## src/rtl/crc32_pkg.sv

```systemverilog
// Shared CRC32-MPEG2 constants, state type and a single-bit LFSR step.
// Used by the receive-side checker and the matching generator.
package crc32_pkg;

  localparam logic [31:0] CRC32_MPEG2_POLY  = 32'h04C1_1DB7;
  localparam logic [31:0] CRC32_MPEG2_INIT  = 32'hFFFF_FFFF;
  localparam logic [31:0] CRC32_MPEG2_CHECK = 32'h0376_E6E7;
  // Shortest frame that can hold a payload bit plus the 32-bit CRC.
  localparam int          CRC32_MIN_FRAME   = 33;

  typedef enum logic {
    IDLE = 1'b0,
    RUN  = 1'b1
  } crc_state_t;

  // One MSB-first LFSR step with the MPEG2 polynomial.
  function automatic logic [31:0] crc32_step(input logic [31:0] lfsr, input logic din);
    return {lfsr[30:0], 1'b0} ^ (((lfsr[31] ^ din) == 1'b1) ? CRC32_MPEG2_POLY : 32'h0);
  endfunction

endpackage

```

## src/rtl/crc32_lfsr_step.sv

```systemverilog
// Combinational single-bit CRC32 LFSR step (MSB-first, normal polynomial form).
module crc32_lfsr_step #(
  parameter logic [31:0] POLY = 32'h04C1_1DB7
) (
  input  logic [31:0] lfsr_in,
  input  logic        din,
  output logic [31:0] lfsr_out
);

  logic fb;

  // Feedback is the outgoing MSB mixed with the incoming data bit.
  assign fb       = lfsr_in[31] ^ din;
  assign lfsr_out = {lfsr_in[30:0], 1'b0} ^ (fb ? POLY : 32'h0);

endmodule

```

## src/rtl/crc32_check.sv

```systemverilog
// CRC32-MPEG2 receive checker: runs the LFSR over a serial MSB-first frame
// (payload followed by its CRC) and reports pass/fail when the frame ends.
// A correct frame leaves a zero residue.
//
// Interface semantics: axiiv qualifies axiid on every clock; there is no
// ready, the block accepts a bit on every cycle axiiv=1. A frame is one
// contiguous run of axiiv=1. axiov and pay_v are single-cycle qualifiers for
// their data with no backpressure; residue/runt/bit_count/axiod hold their
// value until the next result.
//
// Optional feature: define CRC32_CHECK_STRIP_EN to emit the payload with the
// trailing 32 CRC bits removed on pay_v/pay_d; otherwise both are tied to 0.
module crc32_check
  import crc32_pkg::*;
#(
  parameter logic [31:0] POLY    = CRC32_MPEG2_POLY,
  parameter logic [31:0] INIT    = CRC32_MPEG2_INIT,
  parameter int          COUNT_W = 16
) (
  input  logic               clk,
  input  logic               rst,
  input  logic               axiiv,
  input  logic               axiid,
  output logic               axiov,
  output logic               axiod,
  output logic [31:0]        residue,
  output logic               runt,
  output logic [COUNT_W-1:0] bit_count,
  output logic               pay_v,
  output logic               pay_d
);

  crc_state_t         state, state_n;
  logic [31:0]        lfsr, lfsr_n;
  logic [31:0]        step_in, step_out;
  logic [COUNT_W-1:0] cnt, cnt_n;
  logic               frame_end;
  logic               cnt_runt;

  // The first bit of a frame is stepped from INIT so it is never lost.
  assign step_in = (state == IDLE) ? INIT : lfsr;

  crc32_lfsr_step #(.POLY(POLY)) u_step (
    .lfsr_in  (step_in),
    .din      (axiid),
    .lfsr_out (step_out)
  );

  assign cnt_runt = (cnt < COUNT_W'(CRC32_MIN_FRAME));

  // State, LFSR and frame bit counter registers.
  always_ff @(posedge clk or posedge rst) begin
    if (rst) begin
      state <= IDLE;
      lfsr  <= INIT;
      cnt   <= '0;
    end else begin
      state <= state_n;
      lfsr  <= lfsr_n;
      cnt   <= cnt_n;
    end
  end

  // Next-state logic: start, step, and end-of-frame detection.
  always_comb begin
    state_n   = state;
    lfsr_n    = lfsr;
    cnt_n     = cnt;
    frame_end = 1'b0;
    case (state)
      IDLE: begin
        if (axiiv) begin
          lfsr_n  = step_out;
          cnt_n   = COUNT_W'(1);
          state_n = RUN;
        end
      end
      RUN: begin
        if (axiiv) begin
          lfsr_n = step_out;
          cnt_n  = (cnt == '1) ? cnt : cnt + 1'b1;
        end else begin
          frame_end = 1'b1;
          lfsr_n    = INIT;
          state_n   = IDLE;
        end
      end
      default: begin
        state_n = IDLE;
        lfsr_n  = INIT;
      end
    endcase
  end

  // Result registers: capture on the first idle cycle after a frame.
  always_ff @(posedge clk or posedge rst) begin
    if (rst) begin
      axiov     <= 1'b0;
      axiod     <= 1'b0;
      residue   <= '0;
      runt      <= 1'b0;
      bit_count <= '0;
    end else begin
      axiov <= frame_end;
      if (frame_end) begin
        residue   <= lfsr;
        bit_count <= cnt;
        runt      <= cnt_runt;
        axiod     <= (lfsr == 32'h0) && !cnt_runt;
      end
    end
  end

`ifdef CRC32_CHECK_STRIP_EN
  logic [31:0] dly;

  // Payload delay line: once 32 bits are buffered, each new bit releases the
  // oldest one, so the final 32 bits (the CRC) stay behind.
  always_ff @(posedge clk or posedge rst) begin
    if (rst) begin
      dly   <= '0;
      pay_v <= 1'b0;
      pay_d <= 1'b0;
    end else begin
      pay_v <= 1'b0;
      if (axiiv) begin
        if (state == IDLE) begin
          dly <= {31'b0, axiid};
        end else begin
          dly <= {dly[30:0], axiid};
          if (cnt >= COUNT_W'(32)) begin
            pay_v <= 1'b1;
            pay_d <= dly[31];
          end
        end
      end
    end
  end
`else
  assign pay_v = 1'b0;
  assign pay_d = 1'b0;
`endif

endmodule
```

## config.mk

```make
export PLATFORM = sky130hd
export DESIGN_NAME = crc32_check
export DESIGN_NICKNAME = d
export VERILOG_FILES = /design/src/rtl/crc32_pkg.sv /design/src/rtl/crc32_lfsr_step.sv /design/src/rtl/crc32_check.sv
export SDC_FILE = /design/constraint.sdc
export NUM_CORES = 1
export LEC_CHECK = 0
export ABC_AREA = 1
export CAP_MARGIN = 0
export CELL_PAD_IN_SITES_DETAIL_PLACEMENT = 1
export CELL_PAD_IN_SITES_GLOBAL_PLACEMENT = 2
export CORE_ASPECT_RATIO = 1.4
export CORE_MARGIN = 3
export CORE_UTILIZATION = 41
export CTS_CLUSTER_DIAMETER = 200
export DETAILED_ROUTE_END_ITERATION = 10
export DONT_BUFFER_PORTS = 1
export PLACE_DENSITY_LB_ADDON = 0.1
export RECOVER_POWER = 100
export SYNTH_ARGS = -nofsm -noshare
export SYNTH_HDL_FRONTEND = slang
export SYNTH_HIERARCHICAL = 1
export SYNTH_SLANG_ARGS = --single-unit
```

## constraint.sdc

```tcl
create_clock -name clk -period 9.2 [get_ports clk]
set_input_delay 2.3 -clock clk [delete_from_list [all_inputs] [get_ports clk]]
set_output_delay 2.3 -clock clk [all_outputs]
set_load 0.02 [all_outputs]
```

# Yosys cells after proc, flatten, opt, wreduce, memory -nomap -nowiden
# Cells that the tools add are included.
dict set report word_totals {
  register_bits 100
  inputBits 4
  out_inout_bits 53
  wordCells 33
}
dict set report op_classes {
  n_addsub 1
  order_cmp 1
  n_eq_ne 4
  n_mux 12
  n_bitwise 3
  reduce_logical 4
}
# cell n
set ops {}
lappend ops {{2-to-1 mux 32 bit} 3}
lappend ops {{one-hot mux 32 bit (2 select lines)} 1}
lappend ops {{2-to-1 mux 16 bit} 3}
lappend ops {{zero test 32 bit} 1}
lappend ops {{one-hot mux 16 bit (2 select lines)} 1}
lappend ops {{bitwise XOR 32 bit} 1}
lappend ops {{2-to-1 mux 27 bit} 1}
lappend ops {{adder 16 x 1 -> 16 bit, second input constant} 1}
lappend ops {{== test 16 bit, second input constant} 1}
lappend ops {{less-than comparator 16 x 6 -> 1 bit, second input constant} 1}
lappend ops {{inequality test 2 bit, second input constant} 3}
lappend ops {{2-to-1 mux 1 bit} 3}
lappend ops {{AND reduction 3 bit} 1}
lappend ops {{logical AND 1 bit} 1}
lappend ops {{zero test 1 bit} 1}
lappend ops {{NOT 1 bit} 1}
lappend ops {{bitwise XOR 1 bit} 1}

# Longest topological paths before layout
dict set report depth {
  word_depth 6
  mapped_depth 11
  depth_no_buf 10
}

# Cells and area by module
# Netlist, hierarchy kept.
# module instances cells_each area_per_inst_um2 seq_area_each_um2
set by_module_without_submodules {}
lappend by_module_without_submodules {crc32_check 1 535 4529.3 2542.4}
lappend by_module_without_submodules {crc32_lfsr_step 1 82 457.9 0.0}

# Worst setup path after synthesis
# Ideal clock, no wire load.
dict set report synth_timing {
  path_type {input to register}
  from {input port axiiv}
  to {register bit_count[13]}
  setup_ps 132
  arrival_ps 3003
  required_time_ps 9068
  slack_ps 6065
  path_stages 5
  n_path_buf 2
  path_cell_list {inv_1 > nand2_1 > buf_2 > clkbuf_1 > o21ai_0}
}
dict set report synth_between {
  elab_chain_cells 2
}
# element line_no
set synth_lines {}
lappend synth_lines {{start: declaration} crc32_check.sv:22} ;# input logic axiiv,
lappend synth_lines {{2-to-1 mux 1 bit} crc32_check.sv:79} ;# if (axiiv) begin
lappend synth_lines {{2-to-1 mux 1 bit} crc32_check.sv:70} ;# case (state)
lappend synth_lines {{end signal: assignment} crc32_check.sv:107} ;# bit_count <= cnt;
lappend synth_lines {{end: declaration} crc32_check.sv:28} ;# output logic [COUNT_W-1:0] bit_count,
# Every way passes these cells.
# A chain may end at the register's enable or synchronous reset.

# Worst setup path in the final report
dict set report layout_timing {
  from {input port axiiv}
  to {register axiod}
}
dict set report layout_between {
  elab_chain_cells 2
}
# element line_no
set layout_lines {}
lappend layout_lines {{2-to-1 mux 1 bit} crc32_check.sv:79}
lappend layout_lines {{2-to-1 mux 1 bit} crc32_check.sv:70}
lappend layout_lines {{end signal: assignment} crc32_check.sv:109} ;# axiod <= (lfsr == 32'h0) && !cnt_runt;
lappend layout_lines {{end: declaration} crc32_check.sv:25} ;# output logic axiod,
# Every way passes these cells.

==> flow_summary_export.csv <==
group,metric,value,unit
route,antenna_violating_nets_post_route,0,
critical_path,critical_path_class,"primary input to flop",
global_routing,number_of_global_route_vias_before_repair,3950,
critical_path,crit_fanout,56,
hold_path,origin_of_the_worst_min_delay_path,"lfsr[8]",
die,die_width,99.2,um
clocking,tritoncts,"done",
critical_path,r2r_path_start,"cnt[0]",
synth,combinational_family_with_the_most_area_after_synthesis,"simple AND/OR/NAND/NOR gates",
synth,yosys_warnings,6,
hold_path,min-delay-path-class,"flop to flop",
synth,synth.lib_cells_used.distinct,30,
synth,synth-seq-area-share,51.0,%
critical_path,max_stage_delay,1140,ps
synth,synth_enable_flop_cells,0,
cells_and_area,antennaDiodeCount,0,
place,detailed_place.area,4830,sq um
die,num_io_pins,57,
outcome,run_status,"finished with violations",
timing,max_slew.worst_pin.slew,2050,ps
synth,synthesis.area,4990,sq um
synth,average_cell_area_after_synthesis,8.08,sq um
route,drt-vias-per-instance,5.11,
critical_path,crit_path_end_kind,"flop",
clocking,clk_pin_slew_worst_paths,70,ps
clocking,cts-buffers-inserted,9,
die,die_height,136,um
timing,final_min_period_over_clock_period,59.9,%
global_routing,globalRoute.totalOverflow,0,
critical_path,critPathRequiredTime,9480,ps
power_and_ir_drop,total_leakage_power,2.52,nW
global_routing,grt_max_degree,57,
synth,synth-xor-area-share,0.351,%
timing,setup_total_negative_slack,0,ps
route,drt_iter0_drc,90,
die,initial_core_util,42.0,%
global_routing,groute.usage.overall,19.2,%
synth,netlist_instances,617,
cells_and_area,fill_cells,1466,
route,drt_first_pass_iters,4,
timing,min_period,5510,ps
cells_and_area,final_core_utilization,42.9,%
timing,finalMaxSlewViolations,80,
run,cap_violations,3,
cells_and_area,layout-drive-gt1-share,10.9,%
synth,yosys.area_share.adder,0.502,%
outcome,failing_checks,"max-capacitance violations, max-slew violations",
critical_path,timing.critical_path.arrival,5790,ps
place,globalplace.congestion,0.794,
synth,ys_async_sr_fraction,100,%
clocking,clock_sink_count,100,
critical_path,worstSetupStartpointType,"primary input",
timing,maxSlewHeadroom,-37.1,%
route,dr_total_vias,3759,
place,io_buffer_count,0,
synth,ys_top_cells_by_area,"sky130_fd_sc_hd__dfrtp_1, sky130_fd_sc_hd__dfstp_2, sky130_fd_sc_hd__nand2_1",
clocking,clock_latency,350,ps
synth,synth_simple_gate_area_share,25.1,%
clocking,cts.root.buffer_cell,"sky130_fd_sc_hd__clkbuf_16",
global_routing,grt_first_pass_wirelength,20400,um
route,detail_route.wl_per_cell,16.8,um
cells_and_area,final_cell_count_without_fillers,735,
critical_path,crit_path_cell_trace,"inv_1, clkbuf_1, nand2_1, buf_4, nor2_1, nand4_1, nor2_1, nand3_1, nand2_1",
power_and_ir_drop,fin_total_pwr,1.00,mW
synth,synthDominantCellAreaShare,34.1,%
place,detailedPlacementHpwl,8540,um
clocking,cts_repair_resize_count,0,
power_and_ir_drop,max-vdd-ir-drop,0.000100,V
timing,setup_viol,0,
die,design.die.area,13500,sq um
timing,setup_repair_after_global_routing_missed_its_margin,"no",
synth,yosysMostFrequentCell,"sky130_fd_sc_hd__nand2_1",
timing,fin_worst_skew,8.08,ps
clocking,cts_hold_buf,0,
clocking,cts-root-to-sink-buffers,2,
synth,yosys_register_bits,100,
global_routing,antenna_found_initial,0,
cells_and_area,area_growth_syn_to_layout,2.13,%
route,drcViolationCount,0,
timing,clock.fmax,0.182,GHz
critical_path,setup.worst_path.start,"axiiv",
cells_and_area,design_area,5090,sq um
synth,synth_largest_area_cell,"sky130_fd_sc_hd__dfrtp_1",
die,fp-row-count,47,
critical_path,timing.reg2reg.setup_slack,6780,ps
cells_and_area,nets,589,
synth,synth-compound-area-share,9.93,%
timing,hold_violations,0,
place,number_of_cells_in_the_design_after_placement,719,
clocking,postCtsSetupBuffers,0,
critical_path,cpMaxStageDelayCell,"sky130_fd_sc_hd__clkbuf_1",
die,placeableCoreArea,11900,sq um
synth,synthMuxAreaShare,0,%
synth,synth_top_flop_cell,"sky130_fd_sc_hd__dfrtp_1",
synth,synth_commonest_cells,"sky130_fd_sc_hd__nand2_1, sky130_fd_sc_hd__dfrtp_1, sky130_fd_sc_hd__inv_1",
power_and_ir_drop,power_density,197,nW/um^2
route,detail_route.wirelength,12300,um
clocking,htree_num_levels,3,
[cell type report]
cell class	count	area [sq um]	area share, %
well taps	147	184	3.61
clock inverters	7	83.8	1.65
multi-input cells	397	1760	34.6
flip-flops and latches	100	2540	49.9
clock buffers	9	225	4.42
repair buffers	5	30.0	0.590
inverters	70	264	5.18
[flip-flops by register name, summed over array words and instances (netlist names)]
name and count:
bit_count 16, state 1, lfsr 32, runt 1
axiov 1, cnt 16, residue 32, axiod 1
[worst max-delay path: cells and delay by family]
| kind | cells | cell delay (ps) |
|---|---|---|
| simple gates | 6 | 1690 |
| buf+inv | 3 | 1750 |
[logic make-up after synthesis]
kind of cell | after synthesis
compound gates | 93
buf+inv | 121
simple gates | 298
fa+ha+maj | 2
other cells | 1
flops | 100
xor+xnor | 2
[metrics by stage]
step                      hold slack [ps]  worst slack, ps
final                                 518             3690
after global routing                  544             3260
after CTS                             522             5270
after detailed placement              510             4920
after global placement                508             4970
after floorplan                       464             4330
[power by group]
part           switching, mW  leakage (nW)  internal [mW]  total [mW]
clock network          0.179         0.148          0.215       0.395
logic                 0.0586          1.18         0.0220      0.0806
registers             0.0517          1.20          0.477       0.529
[routing by layer]
layer / track usage (%) / part of all wire (%) / wire (um) / vias to the layer above
met5: 0 / 0 / 0 / -
met1: 21.7 / 41 / 5070 / 1867
li1: - / - / - / 1847
met3: 3.11 / 2.3 / 289 / 10
met2: 36.1 / 55 / 6780 / 35
met4: 6.61 / 1.4 / 174 / 0
[worst paths after layout]
| check | endpoint | depth (start not counted) |
|---|---|---|
| min in group asynchronous | bit_count[2] | 1 |
| worst min-delay path | lfsr[8] | 2 |
| worst max-delay path | axiod | 9 |
| max in group asynchronous | state | 2 |
| worst max register to register | cnt[7] | 10 |
| worst min register to register | lfsr[8] | 2 |
[placed cells by master, fill, tap and decap left out, types with 3 or more instances in the layout]
master,n
sky130_fd_sc_hd__dfrtp_1,68
sky130_fd_sc_hd__nand4_1,9
sky130_fd_sc_hd__clkinv_4,3
sky130_fd_sc_hd__inv_1,67
sky130_fd_sc_hd__nand3_1,50
sky130_fd_sc_hd__a21oi_1,32
sky130_fd_sc_hd__nand2_1,160
sky130_fd_sc_hd__buf_4,3
sky130_fd_sc_hd__nor3_1,5
sky130_fd_sc_hd__dfstp_2,32
sky130_fd_sc_hd__nand2_2,4
sky130_fd_sc_hd__nor2_2,3
sky130_fd_sc_hd__clkbuf_16,9
sky130_fd_sc_hd__o21ai_0,61
sky130_fd_sc_hd__nor2_1,62
Note: power is estimated with default switching activity, not from simulation.
